[src/rtl/round_pkg.sv]
// Shared types and constants for the game-round sequencer.
package round_pkg;

  typedef enum logic [2:0] {
    ST_IDLE,
    ST_LOAD,
    ST_RUNNING,
    ST_PAUSED,
    ST_OVER
  } state_t;

  localparam logic [3:0] ROUND_CNT_MAX = 4'd9;

  function automatic logic [3:0] round_inc(
    input logic [3:0] c
  );
    return (c == ROUND_CNT_MAX) ? 4'd0 : c + 4'd1;
  endfunction

endpackage

[src/rtl/round_controller_key_edge_detect.sv]
// Key synchroniser plus falling-edge detector, one pulse per press.
module key_edge_detect #(
  parameter int SYNC_STAGES = 2
) (
  input  logic clk,
  input  logic rst,
  input  logic key_n,
  output logic press
);

  logic [SYNC_STAGES-1:0] sync_q, sync_d;
  logic [SYNC_STAGES-1:0] vld_q, vld_d;
  logic last_q, last_d;
  logic armed_q, armed_d;
  logic press_q, press_d;
  logic key_s;

  assign key_s = sync_q[SYNC_STAGES-1];

  // Arm only once a genuine released level has crossed the chain,
  // so a key held through reset never reads as a press.
  always_comb begin
    sync_d  = {sync_q[SYNC_STAGES-2:0], key_n};
    vld_d   = {vld_q[SYNC_STAGES-2:0], 1'b1};
    last_d  = key_s;
    armed_d = armed_q | (vld_q[SYNC_STAGES-1] & key_s);
    press_d = armed_q & last_q & ~key_s;
  end

  always_ff @(posedge clk or negedge rst) begin
    if (!rst) begin
      sync_q  <= '1;
      vld_q   <= '0;
      last_q  <= 1'b1;
      armed_q <= 1'b0;
      press_q <= 1'b0;
    end else begin
      sync_q  <= sync_d;
      vld_q   <= vld_d;
      last_q  <= last_d;
      armed_q <= armed_d;
      press_q <= press_d;
    end
  end

  assign press = press_q;

endmodule

[src/rtl/round_controller.sv]
// Game-round sequencer: start, pause/resume, end-of-round flash
// and completed-round counting in front of the countdown timer.
module round_controller
  import round_pkg::*;
#(
  parameter int ROUND_SECONDS = 30,
  parameter int FLASH_SECONDS = 3,
  parameter int SYNC_STAGES   = 2
) (
  input  logic       clk,
  input  logic       rst,
  input  logic       key_start_n,
  input  logic       key_pause_n,
  input  logic       one_second_pulse,
  input  logic       game_finished,
  output logic       timer_load,
  output logic [6:0] load_value,
  output logic       timer_enable,
  output logic       game_active,
  output logic       game_over_led,
  output logic [3:0] round_count
);

  localparam logic [3:0] FLASH_LAST = 4'(FLASH_SECONDS);

  state_t     state_q, state_d;
  logic       start_press, pause_press;
  logic       flash_done;
  logic [3:0] flash_q, flash_d;
  logic [3:0] round_q, round_d;
  logic       led_q, led_d;
  logic       tl_q, tl_d;
  logic       en_q, en_d;
  logic       act_q, act_d;

  key_edge_detect #(.SYNC_STAGES(SYNC_STAGES)) u_start (
    .clk   (clk),
    .rst   (rst),
    .key_n (key_start_n),
    .press (start_press)
  );

  key_edge_detect #(.SYNC_STAGES(SYNC_STAGES)) u_pause (
    .clk   (clk),
    .rst   (rst),
    .key_n (key_pause_n),
    .press (pause_press)
  );

  assign flash_done = one_second_pulse
                    && (flash_q + 4'd1 == FLASH_LAST);

  always_ff @(posedge clk or negedge rst) begin
    if (!rst) state_q <= ST_IDLE;
    else      state_q <= state_d;
  end

  always_comb begin
    state_d = state_q;
    unique case (state_q)
      ST_IDLE:
        if (start_press) state_d = ST_LOAD;
      ST_LOAD:
        state_d = ST_RUNNING;
      ST_RUNNING:
        if (game_finished)    state_d = ST_OVER;
        else if (pause_press) state_d = ST_PAUSED;
      ST_PAUSED:
        if (pause_press || start_press) state_d = ST_RUNNING;
      ST_OVER:
        if (start_press)     state_d = ST_LOAD;
        else if (flash_done) state_d = ST_IDLE;
      default:
        state_d = ST_IDLE;
    endcase
  end

  // Outputs are decoded from the next state so they land in the
  // same cycle as the state they describe.
  always_comb begin
    tl_d    = (state_d == ST_LOAD);
    en_d    = (state_d == ST_RUNNING);
    act_d   = (state_d == ST_RUNNING) || (state_d == ST_PAUSED);
    flash_d = flash_q;
    led_d   = led_q;
    round_d = round_q;
    if (state_q == ST_RUNNING && state_d == ST_OVER) begin
      round_d = round_inc(round_q);
      flash_d = '0;
      led_d   = 1'b1;
    end else if (state_q == ST_OVER && state_d != ST_OVER) begin
      flash_d = '0;
      led_d   = 1'b0;
    end else if (state_q == ST_OVER && one_second_pulse) begin
      flash_d = flash_q + 4'd1;
      led_d   = ~led_q;
    end
  end

  always_ff @(posedge clk or negedge rst) begin
    if (!rst) begin
      tl_q    <= 1'b0;
      en_q    <= 1'b0;
      act_q   <= 1'b0;
      led_q   <= 1'b0;
      flash_q <= '0;
      round_q <= '0;
    end else begin
      tl_q    <= tl_d;
      en_q    <= en_d;
      act_q   <= act_d;
      led_q   <= led_d;
      flash_q <= flash_d;
      round_q <= round_d;
    end
  end

  assign timer_load    = tl_q;
  assign timer_enable  = en_q;
  assign game_active   = act_q;
  assign game_over_led = led_q;
  assign round_count   = round_q;
  assign load_value    = 7'(ROUND_SECONDS);

endmodule

[config.mk]
export PLATFORM = sky130hd
export DESIGN_NAME = round_controller
export DESIGN_NICKNAME = d
export VERILOG_FILES = /design/src/rtl/round_pkg.sv /design/src/rtl/round_controller_key_edge_detect.sv /design/src/rtl/round_controller.sv
export SDC_FILE = /design/constraint.sdc
export NUM_CORES = 1
export LEC_CHECK = 0
export ABC_AREA = 1
export CORE_ASPECT_RATIO = 0.8
export CORE_MARGIN = 2
export CORE_UTILIZATION = 50
export CTS_BUF_LIST = sky130_fd_sc_hd__clkbuf_8
export DETAILED_ROUTE_END_ITERATION = 16
export PLACE_DENSITY = 0.77
export SETUP_SLACK_MARGIN = 0.1
export SLEW_MARGIN = 15
export SYNTH_ARGS = -nofsm -noshare
export SYNTH_HDL_FRONTEND = slang
export SYNTH_SLANG_ARGS = --single-unit
[constraint.sdc]
create_clock -name clk -period 3.1 [get_ports clk]
set_input_delay 0.31 -clock clk [delete_from_list [all_inputs] [get_ports clk]]
set_output_delay 0.31 -clock clk [all_outputs]
set_load 0.1 [all_outputs]
### Word level (Yosys, flattened, before mapping)

Index checks and enable logic that the tools add are counted.
Widths: inputs -> output; s select.

| word-level totals | value |
|---|---|
| register bits | 29 |
| output and inout bits | 15 |
| word-level logic and storage cells | 63 |

| operators by class | value |
|---|---|
| add/sub/neg operators | 2 |
| equal/unequal tests | 11 |
| mux-type cells | 14 |
| bitwise logic cells | 11 |
| reductions and logical operators | 8 |

Operators by type and width:

| operator | count |
|---|---|
| $mux 3 | 6 |
| $mux 4 | 4 |
| $pmux 3 s5 | 1 |
| $eq 3x2->1 const B | 4 |
| $add 4x1->4 const B | 2 |
| $and 1x1->1 | 6 |
| $eq 3x1->1 const B | 2 |
| $eq 3x3->1 const B | 2 |
| $eq 4x2->1 const B | 1 |
| $eq 4x4->1 const B | 1 |
| $logic_and 1x1->1 | 4 |
| $logic_not 3->1 | 1 |
| $mux 1 | 3 |
| $ne 3x3->1 const B | 1 |
| $not 1->1 | 3 |
| $reduce_bool 3->1 | 1 |
| $logic_or 1x1->1 | 2 |
| $or 1x1->1 | 2 |

### Longest topological paths before layout

| depth | value |
|---|---|
| word-level depth | 10 |
| mapped depth | 10 |
| depth with buffers taken out | 10 |

### Modules after synthesis

From an unflattened synthesis, not the netlist that was laid out.

| unflattened totals | value |
|---|---|
| cells, all modules | 125 |
| area, all modules | 1234.9 um^2 |

By module, submodules not included:

| module | instances | cells each | area an instance (um^2) |
|---|---|---|---|
| round_controller | 1 | 99 | 827.0 |
| key_edge_detect | 2 | 13 | 203.9 |

### Worst setup path before layout

Ideal clock, no wire load.

| timing | value |
|---|---|
| path kind | reg2reg |
| start | register round_q[2], in the netlist round_count[2] |
| end | register round_q[3], in the netlist round_count[3] |
| library setup time | 0.074 ns |
| data arrival time | 1.517 ns |
| data required time | 3.026 ns |
| setup slack | 1.509 ns |
| stages on the path, launching flop included | 6 |
| cells stage by stage | dfrtp_1 -> inv_1 -> nor2_1 -> nand2_2 -> xor2_1 -> nor2_1 |

| between the ends | value |
|---|---|
| cells in the longest elaborated chain, start to end | 2 |
| elaborated cells on any way between the ends | 3 |
| those cells by class | add/sub (1); eq/ne (1); mux (1) |

Ends and longest elaborated chain:

| what | line | source |
|---|---|---|
| start, declared | round_controller.sv:30 | `logic [3:0] round_q, round_d;` |
| start signal, assigned | round_controller.sv:114 | `round_q <= round_d;` |
| $add 4x1->4 / $eq 4x4->1 (equally long branches) | round_pkg.sv:17 | `return (c == ROUND_CNT_MAX) ? 4'd0 : c + 4'd1;` |
| $mux 4 * | round_pkg.sv:17 |  |

Every way passes the cells marked *; elsewhere a longest branch is shown, timed or not.
A chain may end at the register's enable or synchronous reset.

### Worst setup path in the final report

| timing | value |
|---|---|
| start | register round_q[2], in the netlist round_count[2] |
| end | output round_count[2] |

RTL lines:

| what | line | source |
|---|---|---|
| end, declared | round_controller.sv:21 | `output logic [3:0] round_count` |

No word-level cell between the ends.

==> impl_metrics.toml <==
[timing]
timing.final.crit_period_ns = 2.16
fmax_mhz = 464
fin_crit_sh = 0.695
max_slew.worst_pin.slew_ns = 0.980
final-setup-viol-count = 0
rsz0062_at_grt = "false"
hold-worst-slack_ns = 0.355
fin_skew_ns = 0.00708
slew_violations = 0
finalHoldViolCount = 0
setup_tns_ns = 0
relSlewSlack = 0.345

[clock_network]
cts_hold_buf = 0
cts_made_buffers = 3
cts.sinks = 27
clockBufferDepth = 2
clkLatencyLatePin_ns = 0.27
post_cts_buffers = 0
cts_resized = 0
cts-root-buf = "clkbuf_8"
tritoncts = "done"
h-tree-depth = 1
clk_pin_slew_ns = 0.10

[worst_setup_path]
cp.required_ns = 2.79
cpLargestDelayFamily = "buffers and inverters"
endpoint_kind = "output port"
worst_path_max_delay_cell = "clkdlybuf4s50_1"
worstSetupStartpointType = "register"
cpPeakStageDelay_ns = 1.15
cp.arrival_ns = 1.85
crit_chain = "clkdlybuf4s50_1"
crit_fanout = 4
worst-path-buf-inv = 1
path_class = "register to output port"

[power_and_ir_drop]
combinationalPowerShare = 0.486
power.share.clock = 0.150
switching_share = 0.503
p_sw_uw = 692
p_total_mw = 1.37
pwr-share-seq = 0.364
p_leak_nw = 0.668
p_per_area_nw_per_um2 = 1030
cellInternalPower_uw = 682
peakVddDrop_mv = 0.791

[drt]
detail-route-antenna-nets = 0
drt_iter0_drc = 4
wl_per_cell_um = 10.7
drc = 0
drtPass1Iterations = 4
wirelength_um = 1700
viasPerCell = 4.82
routed-via-count = 766

[synth]
netlist_area_um2 = 1150
synthTopCellsByArea = "dfrtp_1 46%, dfstp_2 14%, nand2_1 6.9%"
syn_inst = 117
avgSynthCellArea_um2 = 9.80
ys_ff_latch = 27
ys_warn_count = 0
synth_cell_type_count = 22
synth_top_area_share = 0.459
synth_area_leader_cell = "dfrtp_1"
yosysSeqAreaShare = 0.596

[placement]
dpl.hpwl_um = 1270
numPortBuffers = 13
place_congestion = 0.749

[global_route]
grt_pass1_vias = 677
grt_max_degree = 28
grt_pass1_wl_um = 2750
overflow = 0
grt_antenna_before_repair = 0
grt_usage = 0.137

[layout]
layout.nets = 143
area_growth_pct = 16.5
layout-drive-gt1-share = 0.134
antenna_cells = 0

[hold_path]
hp-class = "register to register"

[die]
dieArea_um2 = 2690
num_rows = 15
core_area_um2 = 2160
die_y_um = 46.8
initial_core_util = 0.531
die_w_um = 57.5
io_pins = 21

[flow_run]
maxCapViolCount = 0

[status]
status = "finished clean"
## path summary, 6_finish.rpt
path	from	endpoint	slack, ns	depth (start not counted)
worst max-delay path	round_count[2]	round_count[2]	0.94	1
worst min-delay path	u_pause.vld_q[0]	u_pause.vld_q[1]	0.36	0
worst max register to register	flash_q[0]	flash_q[2]	1.63	9
worst min register to register	u_pause.vld_q[0]	u_pause.vld_q[1]	0.36	0
max in group asynchronous	rst	u_start.sync_q[1]	2.41	2
min in group asynchronous	rst	flash_q[0]	0.40	2
## cell families (layout without fill, tap and decap cells)
kind of cell | count (synthesis) | count (layout) | share of synthesized area
XOR/XNOR | 4 | 4 | 0.0306
flip-flops | 27 | 27 | 0.596
buffers and inverters | 23 | 34 | 0.0983
AO/OA/AOI/OAI | 9 | 9 | 0.0437
AND/OR/NAND/NOR | 50 | 50 | 0.203
adder cells (fa/ha/maj) | 2 | 2 | 0.0218
other | 2 | 8 | 0.00655
## state kept, by name, indices dropped and copies added, names as in the netlist
name / flops
flash_q: 4
game_active: 1
game_over_led: 1
round_count: 4
state_q: 3
timer_enable: 1
timer_load: 1
u_pause.armed_q: 1
u_pause.last_q: 1
u_pause.press: 1
u_pause.sync_q: 2
u_pause.vld_q: 2
u_start.armed_q: 1
u_start.last_q: 1
u_start.press: 1
u_start.sync_q: 2
## metal layers
| metal | GRT usage | vias to the layer above | share of wire | routed length, um |
|---|---|---|---|---|
| met5 | 0 | - | 0 | 0 |
| met1 | 0.153 | 363 | 0.45 | 768 |
| met4 | 0.0651 | 0 | 0.010 | 17 |
| met2 | 0.234 | 21 | 0.47 | 806 |
| li1 | - | 380 | - | - |
| met3 | 0.0551 | 2 | 0.063 | 107 |
## power by group through the flow
stage	Sequential [mW]	Combinational, mW	Clock (mW)
6_report	0.500	0.669	0.205
3_5_place_dp	0.508	0.670	0
5_1_grt	0.510	0.705	0.225
3_3_place_gp	0.501	0.662	0
2_1_floorplan	0.815	0.215	0
4_1_cts	0.501	0.673	0.214
## Yosys cell counts
cell	n
nand3_1	3
a21o_1	1
or2_0	1
o22ai_1	2
nand2_4	2
inv_2	2
nor2_2	1
nand2_1	21
nand2_2	2
ha_1	2
o21ai_0	3
buf_4	7
inv_1	14
dfrtp_1	21
a21oi_1	3
nand3b_1	3
nor2_1	15
xor2_1	4
nor4_1	1
conb_1	2
dfstp_2	6
nand4_1	1
## area by class of cell
class,instances,area (um2)
inverter,16,60.1
fill,171,823
multi-input combinational,73,373
tap,25,31.3
timing repair buffer,14,138
clock buffer,3,41.3
sequential,27,683
clock inverter,1,8.76
## metrics by stage
| stage | area [um2] | utilization | setup slack (ns) | instances |
|---|---|---|---|---|
| after floorplan | 1170 | - | 1.51 | 123 |
| after global placement | 1280 | 0.595 | 1.27 | 155 |
| after detailed placement | 1280 | 0.595 | 1.26 | 155 |
| after CTS | 1340 | 0.619 | 0.929 | 159 |
| after global routing | 1340 | 0.619 | 0.894 | 159 |
| final | 1340 | 0.619 | 0.944 | 159 |
## layout by cell type, fill, tap and decap left out
cell type / synthesis / layout
nor4_1: 1 / 1
o22ai_1: 2 / 2
inv_6: 0 / 1
nor2_1: 15 / 15
dfstp_2: 6 / 6
conb_1: 2 / 8
xor2_1: 4 / 4
a21oi_1: 3 / 3
nor2_2: 1 / 1
a21o_1: 1 / 1
o21ai_0: 3 / 3
nand3_1: 3 / 3
nand4_1: 1 / 1
nand2_4: 2 / 2
buf_4: 7 / 1
or2_0: 1 / 1
ha_1: 2 / 2
nand3b_1: 3 / 3
clkbuf_8: 0 / 3
nand2_1: 21 / 21
inv_2: 2 / 2
inv_1: 14 / 14
dfrtp_1: 21 / 21
clkdlybuf4s50_1: 0 / 13
nand2_2: 2 / 2
No activity file was read; power rests on OpenSTA's default activity.
